### config.mk
export PLATFORM = sky130hd
export DESIGN_NAME = ysyx_23060201_lsu
export DESIGN_NICKNAME = d
export VERILOG_FILES = /design/src/rtl/ysyx_23060201_lsu_pkg.sv /design/src/rtl/ysyx_23060201_lsu_align.sv /design/src/rtl/ysyx_23060201_lsu.sv
export SDC_FILE = /design/constraint.sdc
export NUM_CORES = 1
export LEC_CHECK = 0
export CELL_PAD_IN_SITES_DETAIL_PLACEMENT = 0
export CELL_PAD_IN_SITES_GLOBAL_PLACEMENT = 1
export CORE_ASPECT_RATIO = 1.1
export CORE_MARGIN = 2
export CORE_UTILIZATION = 36
export CTS_BUF_LIST = sky130_fd_sc_hd__clkbuf_2
export DETAILED_ROUTE_END_ITERATION = 8
export GPL_TIMING_DRIVEN = 0
export PLACE_DENSITY = 0.95
export SYNTH_ARGS = -nofsm -noshare
export SYNTH_HDL_FRONTEND = slang
export SYNTH_SLANG_ARGS = --single-unit
### constraint.sdc
create_clock -name clk -period 4.2 [get_ports clk]
set_input_delay 1.05 -clock clk [delete_from_list [all_inputs] [get_ports clk]]
set_output_delay 1.05 -clock clk [all_outputs]
set_load 0.01 [all_outputs]
### src/rtl/ysyx_23060201_lsu_pkg.sv
// Shared definitions for the load/store unit: funct3 size codes, FSM states
// and the alignment check used at op acceptance.
package ysyx_23060201_lsu_pkg;

    localparam logic [2:0] LSU_B  = 3'b000;
    localparam logic [2:0] LSU_H  = 3'b001;
    localparam logic [2:0] LSU_W  = 3'b010;
    localparam logic [2:0] LSU_BU = 3'b100;
    localparam logic [2:0] LSU_HU = 3'b101;

    typedef enum logic [1:0] {
        S_IDLE  = 2'd0,
        S_WRITE = 2'd1,
        S_READ  = 2'd2,
        S_RESP  = 2'd3
    } lsu_state_e;

    // Size is carried in funct3[1:0]; the sign bit does not affect alignment.
    function automatic logic is_misaligned(input logic [1:0] size, input logic [1:0] addr_lo);
        case (size)
            2'b00:   return 1'b0;
            2'b01:   return addr_lo[0];
            default: return addr_lo != 2'b00;
        endcase
    endfunction

endpackage

### src/rtl/ysyx_23060201_lsu_align.sv
// Combinational byte-lane logic: store data/mask placement and load
// extraction with sign/zero extension. Instantiated once per path.
module ysyx_23060201_lsu_align
    import ysyx_23060201_lsu_pkg::*;
(
    input  logic [2:0]  funct3,
    input  logic [1:0]  addr_lo,
    input  logic [31:0] store_data,
    input  logic [31:0] load_word,
    output logic [31:0] store_word,
    output logic [7:0]  store_mask,
    output logic [31:0] load_data
);

    logic [4:0]  shamt;
    logic [7:0]  load_byte;
    logic [15:0] load_half;

    assign shamt     = {addr_lo, 3'b000};
    assign load_byte = load_word[shamt +: 8];
    assign load_half = addr_lo[1] ? load_word[31:16] : load_word[15:0];

    always_comb begin
        store_word = store_data;
        store_mask = 8'h0F;
        case (funct3[1:0])
            2'b00: begin
                store_word = {24'h0, store_data[7:0]} << shamt;
                store_mask = 8'h01 << addr_lo;
            end
            2'b01: begin
                store_word = {16'h0, store_data[15:0]} << shamt;
                store_mask = 8'h03 << addr_lo;
            end
            default: ;
        endcase
    end

    always_comb begin
        case (funct3)
            LSU_B:   load_data = {{24{load_byte[7]}}, load_byte};
            LSU_BU:  load_data = {24'h0, load_byte};
            LSU_H:   load_data = {{16{load_half[15]}}, load_half};
            LSU_HU:  load_data = {16'h0, load_half};
            default: load_data = load_word;
        endcase
    end

endmodule

### src/rtl/ysyx_23060201_lsu.sv
// Load/store unit between EXU and MEM: one op at a time, single-cycle store
// strobe, load with bounded wait for read-valid, result handed to WBU.
module ysyx_23060201_lsu #(
    parameter int ADDR_WIDTH     = 32,
    parameter int DATA_WIDTH     = 32,
    parameter int TIMEOUT_CYCLES = 255
) (
    input  logic                  clk,
    input  logic                  rst_n,
    input  logic                  in_valid,
    output logic                  in_ready,
    input  logic                  in_is_load,
    input  logic                  in_is_store,
    input  logic [2:0]            in_funct3,
    input  logic [ADDR_WIDTH-1:0] in_addr,
    input  logic [DATA_WIDTH-1:0] in_wdata,
    output logic                  mem_wen,
    output logic [ADDR_WIDTH-1:0] mem_waddr,
    output logic [DATA_WIDTH-1:0] mem_wdata,
    output logic [7:0]            mem_wmask,
    output logic                  mem_ren,
    output logic [ADDR_WIDTH-1:0] mem_raddr,
    input  logic [DATA_WIDTH-1:0] mem_rdata,
    input  logic                  mem_rvalid,
    output logic                  out_valid,
    input  logic                  out_ready,
    output logic [DATA_WIDTH-1:0] out_rdata,
    output logic                  out_misalign,
    output logic                  out_fault
);
    import ysyx_23060201_lsu_pkg::*;

    localparam int CNT_W = (TIMEOUT_CYCLES > 0) ? $clog2(TIMEOUT_CYCLES + 1) : 1;

    lsu_state_e            state, state_next;
    logic [2:0]            op_funct3;
    logic [ADDR_WIDTH-1:0] op_addr, op_addr_aligned;
    logic [DATA_WIDTH-1:0] op_wdata;
    logic [CNT_W-1:0]      cnt, cnt_inc;
    logic                  in_fire, in_mem_op, in_misalign, timeout_hit;
    logic [31:0]           st_word, ld_data, unused_ld_data, unused_st_word;
    logic [7:0]            st_mask, unused_st_mask;

    assign in_fire         = in_valid && (state == S_IDLE);
    assign in_mem_op       = in_is_load || in_is_store;
    assign in_misalign     = in_mem_op && is_misaligned(in_funct3[1:0], in_addr[1:0]);
    assign op_addr_aligned = {op_addr[ADDR_WIDTH-1:2], 2'b00};
    assign cnt_inc         = cnt + 1'b1;
    // rvalid takes priority over a timeout firing in the same cycle.
    assign timeout_hit     = (TIMEOUT_CYCLES != 0) && !mem_rvalid
                             && (cnt_inc == CNT_W'(TIMEOUT_CYCLES));

    ysyx_23060201_lsu_align u_store_align (
        .funct3     (op_funct3),
        .addr_lo    (op_addr[1:0]),
        .store_data (op_wdata),
        .load_word  (32'h0),
        .store_word (st_word),
        .store_mask (st_mask),
        .load_data  (unused_ld_data)
    );

    ysyx_23060201_lsu_align u_load_align (
        .funct3     (op_funct3),
        .addr_lo    (op_addr[1:0]),
        .store_data (32'h0),
        .load_word  (mem_rdata),
        .store_word (unused_st_word),
        .store_mask (unused_st_mask),
        .load_data  (ld_data)
    );

    always_ff @(posedge clk or negedge rst_n) begin
        if (!rst_n) state <= S_IDLE;
        else        state <= state_next;
    end

    always_comb begin
        state_next = state;
        case (state)
            S_IDLE: begin
                if (in_fire) begin
                    if (in_misalign)      state_next = S_RESP;
                    else if (in_is_load)  state_next = S_READ;
                    else if (in_is_store) state_next = S_WRITE;
                    else                  state_next = S_RESP;
                end
            end
            S_WRITE: state_next = S_RESP;
            S_READ:  if (mem_rvalid || timeout_hit) state_next = S_RESP;
            S_RESP:  if (out_ready) state_next = S_IDLE;
            default: state_next = S_IDLE;
        endcase
    end

    always_ff @(posedge clk or negedge rst_n) begin
        if (!rst_n) begin
            op_funct3    <= '0;
            op_addr      <= '0;
            op_wdata     <= '0;
            cnt          <= '0;
            out_rdata    <= '0;
            out_misalign <= 1'b0;
            out_fault    <= 1'b0;
        end else begin
            case (state)
                S_IDLE: begin
                    if (in_fire) begin
                        op_funct3    <= in_funct3;
                        op_addr      <= in_addr;
                        op_wdata     <= in_wdata;
                        cnt          <= '0;
                        out_rdata    <= '0;
                        out_misalign <= in_misalign;
                        out_fault    <= 1'b0;
                    end
                end
                S_READ: begin
                    if (mem_rvalid)       out_rdata <= ld_data;
                    else if (timeout_hit) out_fault <= 1'b1;
                    else                  cnt       <= cnt_inc;
                end
                S_RESP: begin
                    if (out_ready) begin
                        out_rdata    <= '0;
                        out_misalign <= 1'b0;
                        out_fault    <= 1'b0;
                    end
                end
                default: ;
            endcase
        end
    end

    assign in_ready  = (state == S_IDLE);
    assign out_valid = (state == S_RESP);
    assign mem_wen   = (state == S_WRITE);
    assign mem_waddr = mem_wen ? op_addr_aligned : '0;
    assign mem_wdata = mem_wen ? st_word : '0;
    assign mem_wmask = mem_wen ? st_mask : 8'h00;
    assign mem_ren   = (state == S_READ);
    assign mem_raddr = mem_ren ? op_addr_aligned : '0;

endmodule

Yosys cells after proc, flatten, opt, wreduce, memory -nomap -nowiden
Cells that the tools add are included.

word-level totals
  register bits after elaboration = 111
  input bits = 106
  output and inout bits = 142
  word-level logic and storage cells = 81

operators by class
  reductions and logical operators = 20
  multiplexer cells = 31
  eq/ne operators = 16
  shift-type cells = 5
  add/subtract/negate cells = 1

operators by type and width
  kind                 number
  $mux 32              6
  $pmux 32 s4          1
  $pmux 32 s3          1
  $pmux 32 s2          1
  $mux 8               4
  $pmux 8 s2           2
  $shiftx 32x6->8      1
  $shl 16x5->32        1
  $shl 8x5->32         1
  $mux 16              1
  $mux 2               6
  $ne 2x1->1 const B   5
  $add 8x1->8 const B  1
  $eq 8x8->1 const B   1
  $pmux 2 s4           1
  $reduce_and 4->1     2
  $shl 1x2->8 const A  1
  $shl 2x2->8 const A  1
  $eq 2x1->1 const B   3
  $eq 3x3->1 const B   2
  $logic_not 2->1      3
  $reduce_and 3->1     2
  $reduce_bool 2->1    3
  $mux 1               5
  12 further kinds     18

Longest topological paths before layout
  word-level depth = 6
  mapped depth = 9
  mapped depth without buffers = 7

Modules after synthesis
From an unflattened synthesis, not the netlist that was laid out.

second synthesis, totals
  cell total of the unflattened synthesis = 878
  area total of the unflattened synthesis = 8036.5 um^2

modules (own cells, without submodules)
  module                   area an instance (um^2)  times used  seq. area each (um^2)  cells an instance
  ysyx_23060201_lsu        5283.8                   1           2777.7                 444
  ysyx_23060201_lsu_align  1376.3                   2           0.0                    217

Least setup slack after synthesis
Ideal clock, no wire load.

  path kind = register -> output
  from = register state[1]
  to = output mem_wdata[0]
  data arrival time = 1711 ps
  data required time = 3150 ps
  stages on the path, launching flop included = 7
  path slack = 1439 ps
  path buffers = 1
  cell sequence = dfrtp_1 > inv_1 > ha_1 > clkbuf_1 > nand2_1 > nor2_1 > and2_1

on the way
  longest elaborated chain between the ends = 2

ends and longest elaborated chain
  item                      RTL line                  text
  start: declaration        ysyx_23060201_lsu.sv:35   lsu_state_e state, state_next;
  start signal: assignment  ysyx_23060201_lsu.sv:75   else state <= state_next;
  $eq 2x1->1                ysyx_23060201_lsu.sv:137  assign mem_wen = (state == S_WRITE);
  net mem_wen               ysyx_23060201_lsu.sv:17   output logic mem_wen,
  $mux 32                   ysyx_23060201_lsu.sv:139  assign mem_wdata = mem_wen ? st_word : '0;
  end: declaration          ysyx_23060201_lsu.sv:19   output logic [DATA_WIDTH-1:0] mem_wdata,

The timed path passes the listed nets, and every way through them passes these cells.

Final worst setup path
  from = register op_funct3[0]
  to = output mem_wdata[16]

on the way
  longest elaborated chain between the ends = 3
  elaborated cells on any way between the ends = 4
  those cells by class = 1 x eq/ne; 2 x mux; 1 x reduce/logical

ends and longest elaborated chain
  item                                           RTL line                       text
  start: declaration                             ysyx_23060201_lsu.sv:36        logic [2:0] op_funct3;
  start signal: assignment                       ysyx_23060201_lsu.sv:109       op_funct3 <= in_funct3;
  $eq 2x1->1 or $logic_not 2->1 (tied branches)  --
  $pmux 32 s2 (*)                                ysyx_23060201_lsu_align.sv:26  case (funct3[1:0])
  $mux 32 (*)                                    ysyx_23060201_lsu.sv:139

Every way passes the cells marked *; elsewhere a longest branch is shown, timed or not.

==> results.py <==
metrics = {
    "status": {
        "outcome": "completed",
    },
    "placement": {
        "port_buffers": 240,
        "placed_cells": 1101,
        "place_hpwl_um": 15200,
        "gp_congestion": 0.857,
    },
    "clock_tree": {
        "htree_levels": 3,
        "clk_pin_slew_worst_paths_ns": 0.32,
        "clk-insertion-delay-late_ns": 0.63,
        "cts_buffers": 9,
        "cts_tree": "yes",
        "clkSinkCount": 111,
        "clock_path_buffers": 2,
        "holdBufCountCts": 0,
        "cts_root_buf": "clkbuf_2",
    },
    "global_route": {
        "grt_max_degree": 64,
        "antenna_found_initial": 2,
        "grt_pass1_wl_um": 31100,
        "gr-total-overflow": 0,
        "grt_use_total_pct": 21.8,
        "grt_pass1_vias": 5625,
    },
    "routing": {
        "wl_met1_um": 8140,
        "ant_nets": 0,
        "first_pass_iters": 5,
        "dr_wl_met3_um": 1670,
        "drc": 0,
        "wl_met2_um": 9990,
        "routed_via_density": 5.12,
        "num_vias": 5719,
        "drt_iter0_markers": 312,
        "drt_wl_total_um": 20100,
        "dr.max_layer_used": "met5",
        "post_drt_wl_per_cell_um": 18.0,
    },
    "die": {
        "rows": 50,
        "core_area_sq_um": 17000,
        "io_pins": 248,
        "die_height_um": 142,
        "die-width_um": 129,
        "dieArea_sq_um": 18400,
        "initial_core_util_pct": 36.6,
    },
    "logic_synthesis": {
        "synth_edf_count": 0,
        "synth_cells": 620,
        "synth_top_cells_by_count": "111 x dfrtp_1, 78 x and2_1, 74 x mux2_2",
        "yosys.area.top_type_share_pct": 44.6,
        "ys_warn_count": 0,
        "ys_seq_area_share_pct": 44.6,
        "ys_async_sr_fraction_pct": 100,
        "synth_area_sq_um": 6230,
        "synth_area_leaders": "dfrtp_1 45%, mux2_2 13%, and2_1 7.8%, nand2_1 3.9%, nand2b_1 2.8%",
        "yosysTopAreaCell": "dfrtp_1",
        "synth.avg_cell_area_sq_um": 10.1,
        "synth-seq-cells": 111,
        "synth_ff_type": "dfrtp_1",
        "ys_types": 59,
        "yosysMostFrequentCell": "dfrtp_1",
    },
    "sta": {
        "fin_skew_ns": 0.0229,
        "hold_viol_final": 0,
        "fmax_mhz": 249,
        "setup_viol": 0,
        "fin_crit_ns": 4.02,
        "whs_ns": 0.290,
        "finalCritPeriodShare_pct": 95.7,
        "drv_slew": 0,
        "worst_pin_slew_ns": 0.673,
        "relSlewSlack_pct": 55.1,
    },
    "pwr": {
        "irDropWorstVdd_v": 0.000296,
        "power.switching_uw": 2620,
        "p_int_uw": 3700,
        "sw_frac_of_total_pct": 41.5,
        "power_frac_seq_pct": 30.2,
        "cellLeakagePower_uw": 0.00374,
        "power_frac_comb_pct": 60.8,
        "p_clk_share_pct": 8.9,
        "power_density_nw_per_um2": 689,
    },
    "layout": {
        "n_antenna_cell": 0,
        "final_nets": 991,
        "final_util_pct": 53.9,
        "fill_cells": 1584,
        "areaGrowthSynthToFinish_pct": 47.2,
        "drive_above_1_share_pct": 14.9,
        "final_cells": 1117,
    },
    "setup_path": {
        "startpoint_type": "register",
        "critical_path_required_ns": 3.15,
        "cp-startpoint": "op_funct3[0]",
        "path_class": "register to primary output",
        "crit_end": "mem_wdata[16]",
        "rr_worst_depth": 6,
        "r2r_slack_ns": 1.46,
        "timing.rr.end": "op_wdata[16]",
        "cp.arrival_ns": 2.97,
        "cp_max_fo": 10,
        "end_kind": "primary output",
        "rr_startpoint": "state[0]",
    },
    "flow_run": {
        "maxCapViolations": 0,
    },
    "hold_path": {
        "hp-class": "input port to asynchronous set/reset pin",
    },
}
-- final cells by class --
class | instances | area (sq um) | area share, %
plain buffers | 48 | 230 | 2.51
inverters | 11 | 41.3 | 0.450
multi-input cells | 456 | 3250 | 35.4
repair buffers | 242 | 2450 | 26.7
well taps | 234 | 293 | 3.19
clock inverters | 6 | 85.1 | 0.927
flip-flops and latches | 111 | 2780 | 30.3
clock buffers | 9 | 45.0 | 0.491
-- kinds of logic (layout without fill, tap and decap cells) --
logic type / Yosys count / in the layout / share of synthesized area, %
and+or+nand+nor: 240 / 240 / 20.2
AOI/OAI and AO/OA: 117 / 117 / 14.2
DFF: 111 / 111 / 44.6
muxes: 85 / 85 / 15.5
buffers and inverters: 59 / 316 / 4.07
adders and majority gates: 6 / 6 / 1.20
other: 1 / 7 / 0.0601
xor gates and xnor gates: 1 / 1 / 0.141
-- power by group through the flow --
stage | registers [uW] | clock network, uW | logic, uW
5_1_grt | 1980 | 617 | 4160
3_5_place_dp | 1940 | 0 | 3790
3_3_place_gp | 1920 | 0 | 3740
2_1_floorplan | 1890 | 0 | 2060
4_1_cts | 1910 | 585 | 3830
6_report | 1910 | 565 | 3850
-- sequential cells by signal (all words and copies together) (netlist names) --
| register | flops |
|---|---|
| op_funct3 | 3 |
| cnt | 8 |
| out_misalign | 1 |
| out_fault | 1 |
| op_addr | 32 |
| state | 2 |
| out_rdata | 32 |
| op_wdata | 32 |
-- cell usage in the layout (no fill, tap or decap), types with 7 or more instances in the layout --
cell	instances
nor2_1	33
and2_1	78
dfrtp_1	111
inv_1	10
clkbuf_1	23
nor2b_1	10
mux2i_1	9
conb_1	7
mux2_2	74
a22o_1	19
a21oi_1	8
a32o_1	7
clkbuf_2	19
nand2_1	63
nand2b_1	28
o21ai_0	23
a22oi_1	16
clkdlybuf4s50_1	239
nand3_1	7
o22ai_1	9
buf_4	7
-- how the worst min path moves through the flow --
stage                             from      endpoint  slack (ns)  cells after the start
after global placement    out_rdata[6]  out_rdata[6]        0.46                      2
final                            rst_n   op_addr[10]        0.29                      1
after floorplan                 cnt[7]        cnt[7]        0.47                      1
after CTS                        rst_n    op_addr[9]        0.25                      1
after global routing             rst_n   op_addr[10]        0.28                      1
after detailed placement  out_rdata[7]  out_rdata[7]        0.47                      2
-- per-layer routing --
layer	track usage, %	vias to the layer above
met2	36.7	217
met4	6.00	4
met5	0	-
met1	27.5	2793
met3	6.13	27
li1	-	2678
-- through the flow --
step | total power (uW) | worst slack (ns) | TNS [ns] | cell area, sq um
floorplan | 3950 | 1.44 | 0 | 6260
global placement | 5660 | -2.46 | -271.93 | 8950
detailed placement | 5730 | 0.0786 | 0 | 8980
CTS | 6330 | 0.00698 | 0 | 9140
global route | 6760 | -0.00348 | -0.00348 | 9180
finish | 6320 | 0.179 | 0 | 9180
-- worst max-delay path, cell delays in order, from the launching register on --
cell	delay, ns
dfrtp_1	0.42
clkbuf_1	0.37
inv_1	0.22
nor3_4	0.20
buf_12	0.15
a22oi_1	0.09
o21ai_0	0.19
and2_1	0.14
clkdlybuf4s50_1	0.55
-- what timing repair did --
| action | in CTS | in global routing |
|---|---|---|
| setup buffers | 0 | 1 |
| endpoints found under the setup margin | 41 | 36 |
| pin swaps | 1 | 1 |
| gates resized for setup | 9 | 18 |
No activity file was read; power rests on OpenSTA's default activity.
